[src/rtl/acl2_mode_sequencer.sv]
// Command sequencer for the PMOD ACL2 driver: soft reset, init and start commands over the
// command-ready handshake, mode/preset re-initialisation and a measurement-stream watchdog.
module acl2_mode_sequencer #(
    parameter int FCLK                 = 20000000,
    parameter int parm_fast_simulation = 0,
    parameter int parm_pwrup_wait_ms   = 10,
    parameter int parm_watchdog_ms     = 100,
    parameter int parm_ack_timeout     = 16
) (
    input  logic       i_clk_20mhz,
    input  logic       i_rstn_20mhz,
    input  logic       i_sw_linked,
    input  logic [3:0] i_enum_active,
    input  logic [3:0] i_enum_inactive,
    input  logic       i_command_ready,
    input  logic       i_data_valid,
    output logic       o_cmd_soft_reset_acl2,
    output logic       o_cmd_init_linked_mode,
    output logic       o_cmd_start_linked_mode,
    output logic       o_cmd_init_measur_mode,
    output logic       o_cmd_start_measur_mode,
    output logic       o_running,
    output logic       o_mode_linked,
    output logic [7:0] o_wdog_count,
    output logic [3:0] o_state
);

    localparam int          TICK_DIV  = (parm_fast_simulation != 0) ? 100 : FCLK / 1000;
    localparam logic [31:0] TICK_LAST = 32'(TICK_DIV - 1);
    localparam logic [15:0] PWR_LAST  = 16'(parm_pwrup_wait_ms - 1);
    localparam logic [15:0] WDOG_LAST = 16'(parm_watchdog_ms - 1);
    localparam logic [7:0]  ACK_LAST  = 8'(parm_ack_timeout - 1);

    typedef enum logic [3:0] {
        ST_PWRUP       = 4'd0,
        ST_ISSUE_RST   = 4'd1,
        ST_WAIT_RST    = 4'd2,
        ST_RST_DLY     = 4'd3,
        ST_ISSUE_INIT  = 4'd4,
        ST_WAIT_INIT   = 4'd5,
        ST_ISSUE_START = 4'd6,
        ST_WAIT_START  = 4'd7,
        ST_RUN         = 4'd8
    } state_t;

    state_t      state_q, state_d;
    logic [31:0] presc_q, presc_d;
    logic [15:0] dly_q, dly_d;
    logic [15:0] wd_q, wd_d;
    logic [7:0]  ack_q, ack_d;
    logic        phase_b_q, phase_b_d;
    logic        mode_q, mode_d;
    logic [3:0]  act_q, act_d;
    logic [3:0]  inact_q, inact_d;
    logic [7:0]  wdog_cnt_q, wdog_cnt_d;
    logic        running_q, running_d;
    logic        cmd_rst_q, cmd_rst_d;
    logic        cmd_init_l_q, cmd_init_l_d;
    logic        cmd_start_l_q, cmd_start_l_d;
    logic        cmd_init_m_q, cmd_init_m_d;
    logic        cmd_start_m_q, cmd_start_m_d;
    logic        tick_s;
    logic        in_wait_s;
    logic        wait_timeout_s;
    logic        wait_done_s;

    assign tick_s    = (presc_q == TICK_LAST);
    assign in_wait_s = (state_q == ST_WAIT_RST) || (state_q == ST_WAIT_INIT) ||
                       (state_q == ST_WAIT_START);

    // Free-running ms prescaler, wraps at its terminal count.
    always_comb begin
        presc_d = presc_q + 32'd1;
        if (tick_s) begin
            presc_d = 32'd0;
        end else begin
            presc_d = presc_q + 32'd1;
        end
    end

    // Next-state, handshake timers, watchdog and command pulse decode.
    always_comb begin
        state_d        = state_q;
        dly_d          = 16'd0;
        wd_d           = 16'd0;
        ack_d          = 8'd0;
        phase_b_d      = 1'b0;
        mode_d         = mode_q;
        act_d          = act_q;
        inact_d        = inact_q;
        wdog_cnt_d     = wdog_cnt_q;
        cmd_rst_d      = 1'b0;
        cmd_init_l_d   = 1'b0;
        cmd_start_l_d  = 1'b0;
        cmd_init_m_d   = 1'b0;
        cmd_start_m_d  = 1'b0;
        wait_timeout_s = 1'b0;
        wait_done_s    = 1'b0;

        // Phase A waits for ready to drop (ack), phase B for ready to return (done).
        if (in_wait_s) begin
            ack_d     = ack_q;
            phase_b_d = phase_b_q;
            if (!phase_b_q) begin
                if (!i_command_ready) begin
                    phase_b_d = 1'b1;
                end else if (ack_q == ACK_LAST) begin
                    wait_timeout_s = 1'b1;
                end else begin
                    ack_d = ack_q + 8'd1;
                end
            end else if (i_command_ready) begin
                wait_done_s = 1'b1;
            end else begin
                wait_done_s = 1'b0;
            end
        end else begin
            ack_d = 8'd0;
        end

        case (state_q)
            ST_PWRUP, ST_RST_DLY: begin
                if (tick_s) begin
                    if (dly_q == PWR_LAST) begin
                        state_d = (state_q == ST_PWRUP) ? ST_ISSUE_RST : ST_ISSUE_INIT;
                    end else begin
                        dly_d = dly_q + 16'd1;
                    end
                end else begin
                    dly_d = dly_q;
                end
            end
            ST_ISSUE_RST: begin
                if (i_command_ready) begin
                    cmd_rst_d = 1'b1;
                    state_d   = ST_WAIT_RST;
                end else begin
                    state_d = ST_ISSUE_RST;
                end
            end
            ST_WAIT_RST: begin
                if (wait_timeout_s) begin
                    state_d = ST_ISSUE_RST;
                end else if (wait_done_s) begin
                    state_d = ST_RST_DLY;
                end else begin
                    state_d = ST_WAIT_RST;
                end
            end
            ST_ISSUE_INIT: begin
                if (i_command_ready) begin
                    mode_d       = i_sw_linked;
                    act_d        = i_enum_active;
                    inact_d      = i_enum_inactive;
                    cmd_init_l_d = i_sw_linked;
                    cmd_init_m_d = !i_sw_linked;
                    state_d      = ST_WAIT_INIT;
                end else begin
                    state_d = ST_ISSUE_INIT;
                end
            end
            ST_WAIT_INIT: begin
                if (wait_timeout_s) begin
                    state_d = ST_ISSUE_INIT;
                end else if (wait_done_s) begin
                    state_d = ST_ISSUE_START;
                end else begin
                    state_d = ST_WAIT_INIT;
                end
            end
            ST_ISSUE_START: begin
                if (i_command_ready) begin
                    cmd_start_l_d = mode_q;
                    cmd_start_m_d = !mode_q;
                    state_d       = ST_WAIT_START;
                end else begin
                    state_d = ST_ISSUE_START;
                end
            end
            ST_WAIT_START: begin
                if (wait_timeout_s) begin
                    state_d = ST_ISSUE_START;
                end else if (wait_done_s) begin
                    state_d = ST_RUN;
                end else begin
                    state_d = ST_WAIT_START;
                end
            end
            ST_RUN: begin
                if (i_sw_linked != mode_q) begin
                    state_d = ST_ISSUE_RST;
                end else if (mode_q && ((i_enum_active != act_q) ||
                                        (i_enum_inactive != inact_q))) begin
                    state_d = ST_ISSUE_INIT;
                end else if (!mode_q) begin
                    // Data arriving on the expiry tick takes priority over recovery.
                    if (i_data_valid) begin
                        wd_d = 16'd0;
                    end else if (tick_s) begin
                        if (wd_q == WDOG_LAST) begin
                            wdog_cnt_d = (wdog_cnt_q != 8'hFF) ? wdog_cnt_q + 8'd1 : wdog_cnt_q;
                            state_d    = ST_ISSUE_RST;
                        end else begin
                            wd_d = wd_q + 16'd1;
                        end
                    end else begin
                        wd_d = wd_q;
                    end
                end else begin
                    state_d = ST_RUN;
                end
            end
            default: begin
                state_d = ST_PWRUP;
            end
        endcase

        running_d = (state_d == ST_RUN);
    end

    // State and datapath registers, all cleared by the asynchronous reset.
    always_ff @(posedge i_clk_20mhz or negedge i_rstn_20mhz) begin
        if (!i_rstn_20mhz) begin
            state_q       <= ST_PWRUP;
            presc_q       <= 32'd0;
            dly_q         <= 16'd0;
            wd_q          <= 16'd0;
            ack_q         <= 8'd0;
            phase_b_q     <= 1'b0;
            mode_q        <= 1'b0;
            act_q         <= 4'd0;
            inact_q       <= 4'd0;
            wdog_cnt_q    <= 8'd0;
            running_q     <= 1'b0;
            cmd_rst_q     <= 1'b0;
            cmd_init_l_q  <= 1'b0;
            cmd_start_l_q <= 1'b0;
            cmd_init_m_q  <= 1'b0;
            cmd_start_m_q <= 1'b0;
        end else begin
            state_q       <= state_d;
            presc_q       <= presc_d;
            dly_q         <= dly_d;
            wd_q          <= wd_d;
            ack_q         <= ack_d;
            phase_b_q     <= phase_b_d;
            mode_q        <= mode_d;
            act_q         <= act_d;
            inact_q       <= inact_d;
            wdog_cnt_q    <= wdog_cnt_d;
            running_q     <= running_d;
            cmd_rst_q     <= cmd_rst_d;
            cmd_init_l_q  <= cmd_init_l_d;
            cmd_start_l_q <= cmd_start_l_d;
            cmd_init_m_q  <= cmd_init_m_d;
            cmd_start_m_q <= cmd_start_m_d;
        end
    end

    assign o_cmd_soft_reset_acl2   = cmd_rst_q;
    assign o_cmd_init_linked_mode  = cmd_init_l_q;
    assign o_cmd_start_linked_mode = cmd_start_l_q;
    assign o_cmd_init_measur_mode  = cmd_init_m_q;
    assign o_cmd_start_measur_mode = cmd_start_m_q;
    assign o_running               = running_q;
    assign o_mode_linked           = mode_q;
    assign o_wdog_count            = wdog_cnt_q;
    assign o_state                 = state_q;

endmodule
[config.mk]
export PLATFORM = sky130hd
export DESIGN_NAME = acl2_mode_sequencer
export DESIGN_NICKNAME = d
export VERILOG_FILES = /design/src/rtl/acl2_mode_sequencer.sv
export SDC_FILE = /design/constraint.sdc
export NUM_CORES = 1
export LEC_CHECK = 0
export BUFFER_PORTS_ARGS = -buffer_cell sky130_fd_sc_hd__clkbuf_2
export CORE_ASPECT_RATIO = 1.4
export CORE_MARGIN = 2
export CORE_UTILIZATION = 60
export DETAILED_ROUTE_END_ITERATION = 8
export PLACE_DENSITY = 0.78
export SYNTH_ARGS = -nofsm -noshare
export SYNTH_HDL_FRONTEND = slang
export SYNTH_SLANG_ARGS = --single-unit
[constraint.sdc]
create_clock -name i_clk_20mhz -period 3.1 [get_ports i_clk_20mhz]
set_input_delay 0.155 -clock i_clk_20mhz [delete_from_list [all_inputs] [get_ports i_clk_20mhz]]
set_output_delay 0.155 -clock i_clk_20mhz [all_outputs]
set_load 0.03 [all_outputs]
* Word level (Yosys, flattened, before mapping)
Index checks and enable logic that the tools add are counted.
** Storage, ports and cells
- Bits of input ports :: 13
- Word-level logic and storage cells :: 111
- Flip-flop bits (word level) :: 100
- Output and inout bits :: 19
** Cells by class
- Bitwise operators :: 4
- Muxes and demuxes :: 53
- Add/subtract/negate cells :: 5
- Reduce and logical (&&, ||, !) cells :: 11
- Equal/unequal tests :: 22
** Operator list (number)
- 16-bit 2-to-1 mux :: 10
- 4-bit 2-to-1 mux :: 10
- 16-bit by 1-bit adder with 16-bit output (second input constant) :: 2
- 32-bit by 1-bit adder with 32-bit output (second input constant) :: 1
- 32-bit by 15-bit == test with 1-bit output (second input constant) :: 1
- 32-bit 2-to-1 mux :: 1
- 8-bit 2-to-1 mux :: 4
- 4-bit case mux with 8 select lines :: 1
- 1-bit 2-to-1 mux :: 22
- 8-bit by 1-bit adder with 8-bit output (second input constant) :: 2
- 16-bit by 4-bit == test with 1-bit output (second input constant) :: 1
- 16-bit by 7-bit == test with 1-bit output (second input constant) :: 1
- 4-bit by 3-bit == test with 1-bit output (second input constant) :: 4
- 4-bit by 2-bit == test with 1-bit output (second input constant) :: 2
- 4-bit == test (second input constant) :: 2
- 8-bit by 4-bit == test with 1-bit output (second input constant) :: 1
- 2-bit 2-to-1 mux :: 4
- 2-bit != test (second input constant) :: 4
- 4-bit != test :: 2
- 8-bit != test (second input constant) :: 1
- 8-bit AND reduction :: 1
- 6-bit != test (second input constant) :: 1
- 4-bit by 1-bit == test with 1-bit output (second input constant) :: 1
- 4-bit logical NOT :: 1
- 9 further kinds :: 15

* Longest topological paths before layout
- Word-level depth :: 9
- Depth in mapped cells :: 9
- Mapped depth without buffers :: 7

* Worst setup path before layout
OpenSTA, ideal clock, no wires.
- Path kind :: register to register
- Start point :: reg state_q[1], in the netlist o_state[1]
- End point :: reg wdog_cnt_q[1], in the netlist o_wdog_count[1]
- Path slack :: 0.753 ns
- Arrival time :: 2.219 ns
- Stages on the path, launching flop included :: 8
- Buffers on the path :: 2
- Library setup time :: 0.128 ns
- Period minus slack after synthesis :: 2.347 ns
- Required time :: 2.972 ns
- Cell sequence :: dfrtp_1 > buf_6 > or4b_4 > buf_6 > or2_4 > a31oi_4 > nand2_1 > mux2_1
** Between the ends
- Word-level cells in the longest chain between the ends :: 2
** RTL lines
- from (decl) :: line 46 : state_t state_q, state_d;
- from (signal assigned) :: line 241 : state_q <= state_d;
- 4-bit == test :: line 121 : case (state_q)
- 8-bit AND reduction (no line)
- to (signal assigned) :: line 250 : wdog_cnt_q <= wdog_cnt_d;
- to (decl) :: line 55 : logic [7:0] wdog_cnt_q, wdog_cnt_d;
Every way passes these cells.
A chain may end at the register's enable or synchronous reset.

* Worst setup path after layout
- Start point :: reg presc_q[0]
- End point :: reg dly_q[11]
** Between the ends
- Word-level cells in the longest chain between the ends :: 2
** RTL lines
- from (decl) :: line 47 : logic [31:0] presc_q, presc_d;
- from (signal assigned) :: line 242 : presc_q <= presc_d;
- 32-bit by 15-bit == test with 1-bit output :: line 67 : assign tick_s = (presc_q == TICK_LAST);
- 2-bit != test (no line)
- to (signal assigned) :: line 243 : dly_q <= dly_d;
- to (decl) :: line 48 : logic [15:0] dly_q, dly_d;
Every way passes these cells.

==> metrics.txt <==
# TYPE chip_impl_metric gauge
chip_impl_info{name="run_status",value="finished clean"} 1
chip_impl_metric{name="maximum_number_of_pins_on_one_net_before_global_route_repair",unit=""} 56
chip_impl_metric{name="buffer_ports.inserted",unit=""} 31
chip_impl_metric{name="first_pass_grt_wire_length",unit="mm"} 19.0
chip_impl_metric{name="power_leakage",unit="nW"} 2.48
chip_impl_metric{name="cellPowerDensity",unit="nW/um^2"} 561
chip_impl_metric{name="synthesis.instances",unit=""} 523
chip_impl_metric{name="synth-edff-count",unit=""} 0
chip_impl_metric{name="grt_pass1_vias",unit=""} 4302
chip_impl_metric{name="clkSlewWorstSetupHoldPaths",unit="ns"} 0.07
chip_impl_metric{name="clock-skew-final",unit="ns"} 0.00850
chip_impl_metric{name="layout_min_cycle_time",unit="ns"} 2.64
chip_impl_metric{name="setup_viol",unit=""} 0
chip_impl_metric{name="max_stage_delay",unit="ns"} 0.68
chip_impl_metric{name="routed-via-count",unit=""} 4159
chip_impl_metric{name="drv_slew",unit=""} 0
chip_impl_metric{name="area.growth.synth_to_final",unit="%"} 11.4
chip_impl_metric{name="hold_violations",unit=""} 0
chip_impl_metric{name="drt.antenna.violating_nets",unit=""} 0
chip_impl_info{name="cts-root-buf",value="clkbuf_16"} 1
chip_impl_metric{name="preCtsSetupSlack",unit="ns"} 0.480
chip_impl_metric{name="cts-buffers-inserted",unit=""} 9
chip_impl_metric{name="drc",unit=""} 0
chip_impl_metric{name="final_critical_path_setup_slack",unit="ns"} 0.455
chip_impl_metric{name="drt_pass1_iterations",unit=""} 4
chip_impl_metric{name="finalCritPeriodShare",unit="%"} 85.3
chip_impl_info{name="setup.worst_path.start",value="presc_q[0]"} 1
chip_impl_metric{name="total_routing_usage_gr",unit="%"} 24.3
chip_impl_metric{name="cts-root-to-sink-buffers",unit=""} 2
chip_impl_metric{name="grt-ovfl-total",unit=""} 0
chip_impl_metric{name="timing.slew.headroom",unit="%"} 46.4
chip_impl_info{name="min_from",value="i_enum_inactive[0]"} 1
chip_impl_metric{name="syn_area",unit="um^2"} 5250
chip_impl_metric{name="fmaxAchievable",unit="MHz"} 378
chip_impl_metric{name="die_width",unit="um"} 83.0
chip_impl_metric{name="post_synth_num_cell_types",unit=""} 62
chip_impl_metric{name="boundaryPins",unit=""} 32
chip_impl_metric{name="initial_core_util",unit="%"} 61.3
chip_impl_metric{name="cts_max_level",unit=""} 3
chip_impl_metric{name="cts.repair.resized",unit=""} 0
chip_impl_metric{name="detailedPlacementHpwl",unit="mm"} 7.69
chip_impl_info{name="worst_setup_path_start_kind",value="flip-flop"} 1
chip_impl_metric{name="yosys_warnings",unit=""} 0
chip_impl_metric{name="drt_first_iter_violations",unit=""} 265
chip_impl_info{name="min-delay-path-class",value="primary input to flip-flop"} 1
chip_impl_metric{name="drt-vias-per-instance",unit=""} 6.22
chip_impl_metric{name="cts.sinks",unit=""} 100
chip_impl_metric{name="design.die.area",unit="um^2"} 9520
chip_impl_info{name="crit_path_top_delay_cell",value="or3_1"} 1
chip_impl_info{name="crit-reg2reg-launch",value="presc_q[0]"} 1
chip_impl_info{name="crit_path_cell_trace",value="ha_1 > and4_1 > nand2_2 > or3_1 > or4_1 > a21oi_1"} 1
chip_impl_metric{name="rows",unit=""} 40
chip_impl_metric{name="critPathArrivalTime",unit="ns"} 2.91
chip_impl_metric{name="gp_congestion",unit=""} 0.865
chip_impl_metric{name="finish.net_count",unit=""} 578
chip_impl_metric{name="diodes",unit=""} 0
chip_impl_metric{name="worst_pin_slew",unit="ns"} 0.802
chip_impl_metric{name="final_layout_size_suffix_gt1_share",unit="%"} 14.5
chip_impl_info{name="tritoncts",value="built"} 1
chip_impl_info{name="critPathKind",value="flip-flop to flip-flop"} 1
chip_impl_metric{name="drt-wirelength-per-cell",unit="um"} 16.3
chip_impl_metric{name="vdd_ir_drop_max",unit="uV"} 499
chip_impl_metric{name="die_h",unit="um"} 115
chip_impl_metric{name="clkLatencyLatePin",unit="ns"} 0.35
chip_impl_metric{name="antenna_found_initial",unit=""} 0
chip_impl_metric{name="core-area",unit="um^2"} 8560
chip_impl_metric{name="synthesized_netlist_net_count",unit=""} 542
chip_impl_metric{name="finalSetupTns",unit="ns"} 0
chip_impl_metric{name="cp_data_required_time",unit="ns"} 3.37
chip_impl_metric{name="async_reset_ff_share",unit="%"} 100
chip_impl_metric{name="route.final.wire_length",unit="mm"} 10.9
chip_impl_metric{name="critical_path.max_fanout",unit=""} 27
chip_impl_info{name="endpoint_kind",value="flip-flop"} 1
chip_impl_metric{name="ys_seq_elements",unit=""} 100
chip_impl_info{name="rsz0062_at_grt",value="false"} 1
chip_impl_metric{name="total_power",unit="mW"} 3.28
chip_impl_metric{name="cap_viol_max_count",unit=""} 0
chip_impl_info{name="synthFlopType",value="dfrtp_1"} 1
chip_impl_metric{name="synth.avg_cell_area",unit="um^2"} 10.0
chip_impl_metric{name="synth_seq_area_share",unit="%"} 47.7
chip_impl_metric{name="post_cts_buffers",unit=""} 0
==> cell families (layout without fill, tap and decap cells) <==
group           count (synthesis)  after routing  share of synthesized area (%)
simple gates                  236            236                           25.6
flops                         100            100                           47.7
compound gates                 83             83                           10.5
xor+xnor                       56             56                           9.35
buf+inv                        27             68                           2.36
mux                            15             15                           3.10
fa+ha+maj                       6              6                           1.43
==> what timing repair did <==
action | in CTS | in global routing
hold endpoints to repair | 53 | 0
hold buffers | 1 | 0
endpoints found under the setup margin | 0 | 0
==> sequential cells by signal, indices dropped and copies added, names as in the netlist, 4 cells and up <==
| signal | count |
|---|---|
| o_state | 4 |
| wd_q | 16 |
| act_q | 4 |
| o_wdog_count | 8 |
| inact_q | 4 |
| presc_q | 32 |
| ack_q | 8 |
| dly_q | 16 |
==> final cells by class <==
class                      instances  area [um^2]
clock buffer                      11          243
clock inverter                     5         61.3
fill                             634         2710
inverter                           8         30.0
multi-input combinational        396         2620
sequential                       100         2500
tap                              105          131
timing repair buffer              44          258
==> cells in the mapped netlist (all sizes together), types with 8 or more instances <==
cell,instances,area (um^2)
dfrtp,100,2500
o21ai,15,75.1
buf,9,56.3
and4,8,70.1
xor2,12,105
nand4,18,113
nor4,24,165
xnor2,44,385
nor2,44,173
a21oi,23,115
a31oi,11,83.8
mux2,10,113
clkbuf,10,37.5
nor3,9,50.1
inv,8,30.0
nand3,37,185
nand2,38,145
and3,17,106
==> layer usage <==
metal / vias to the layer above / GRT usage (%) / share of wire (%)
li1: 2001 / - / -
met1: 2053 / 29.4 / 43
met2: 83 / 42.6 / 51
met3: 22 / 4.25 / 3.0
met4: 0 / 10.7 / 2.5
met5: - / 0 / 0
==> stage by stage <==
step | utilization (%) | area (um^2) | std cells | hold WS (ns)
2_1_floorplan | - | 5250 | 523 | -0.141
3_3_place_gp | 64.6 | 5530 | 652 | 0.241
3_5_place_dp | 64.6 | 5530 | 652 | 0.243
4_1_cts | 68.3 | 5850 | 669 | 0.0654
5_1_grt | 68.3 | 5850 | 669 | 0.0699
6_report | 68.3 | 5850 | 669 | 0.0710
==> report_power, final <==
part | switching (mW) | total [mW] | internal (mW)
clock | 0.501 | 1.15 | 0.650
sequential | 0.0949 | 1.49 | 1.40
combinational | 0.393 | 0.632 | 0.239
==> path summary, 6_finish.rpt <==
check,slack [ns],endpoint,cells after the start
min reg2reg,0.47,presc_q[31],1
min,0.07,inact_q[0],2
max in group asynchronous,1.90,o_cmd_start_linked_mode,3
max reg2reg,0.46,dly_q[11],6
min in group asynchronous,0.40,presc_q[18],2
max,0.46,dly_q[11],6
==> critical path, delay by kind of cell (launching register included) <==
family	cells	cell delay (ns)
and+or+nand+nor	4	1.78
AOI/OAI and AO/OA	1	0.15
DFF	1	0.39
adders and majority gates	1	0.25
==> layout by cell type (no fill, tap or decap), types with 9 or more instances in the layout <==
| master | count |
|---|---|
| and3_1 | 17 |
| clkbuf_2 | 30 |
| dfrtp_1 | 100 |
| mux2_2 | 9 |
| a21oi_1 | 23 |
| xor2_1 | 12 |
| nand4_1 | 18 |
| buf_4 | 13 |
| o21ai_0 | 14 |
| xnor2_1 | 44 |
| nand3_1 | 37 |
| nor4_1 | 23 |
| nand2_1 | 37 |
| a31oi_1 | 10 |
| clkbuf_16 | 9 |
| nor2_1 | 43 |
Note: power is estimated with default switching activity, not from simulation.
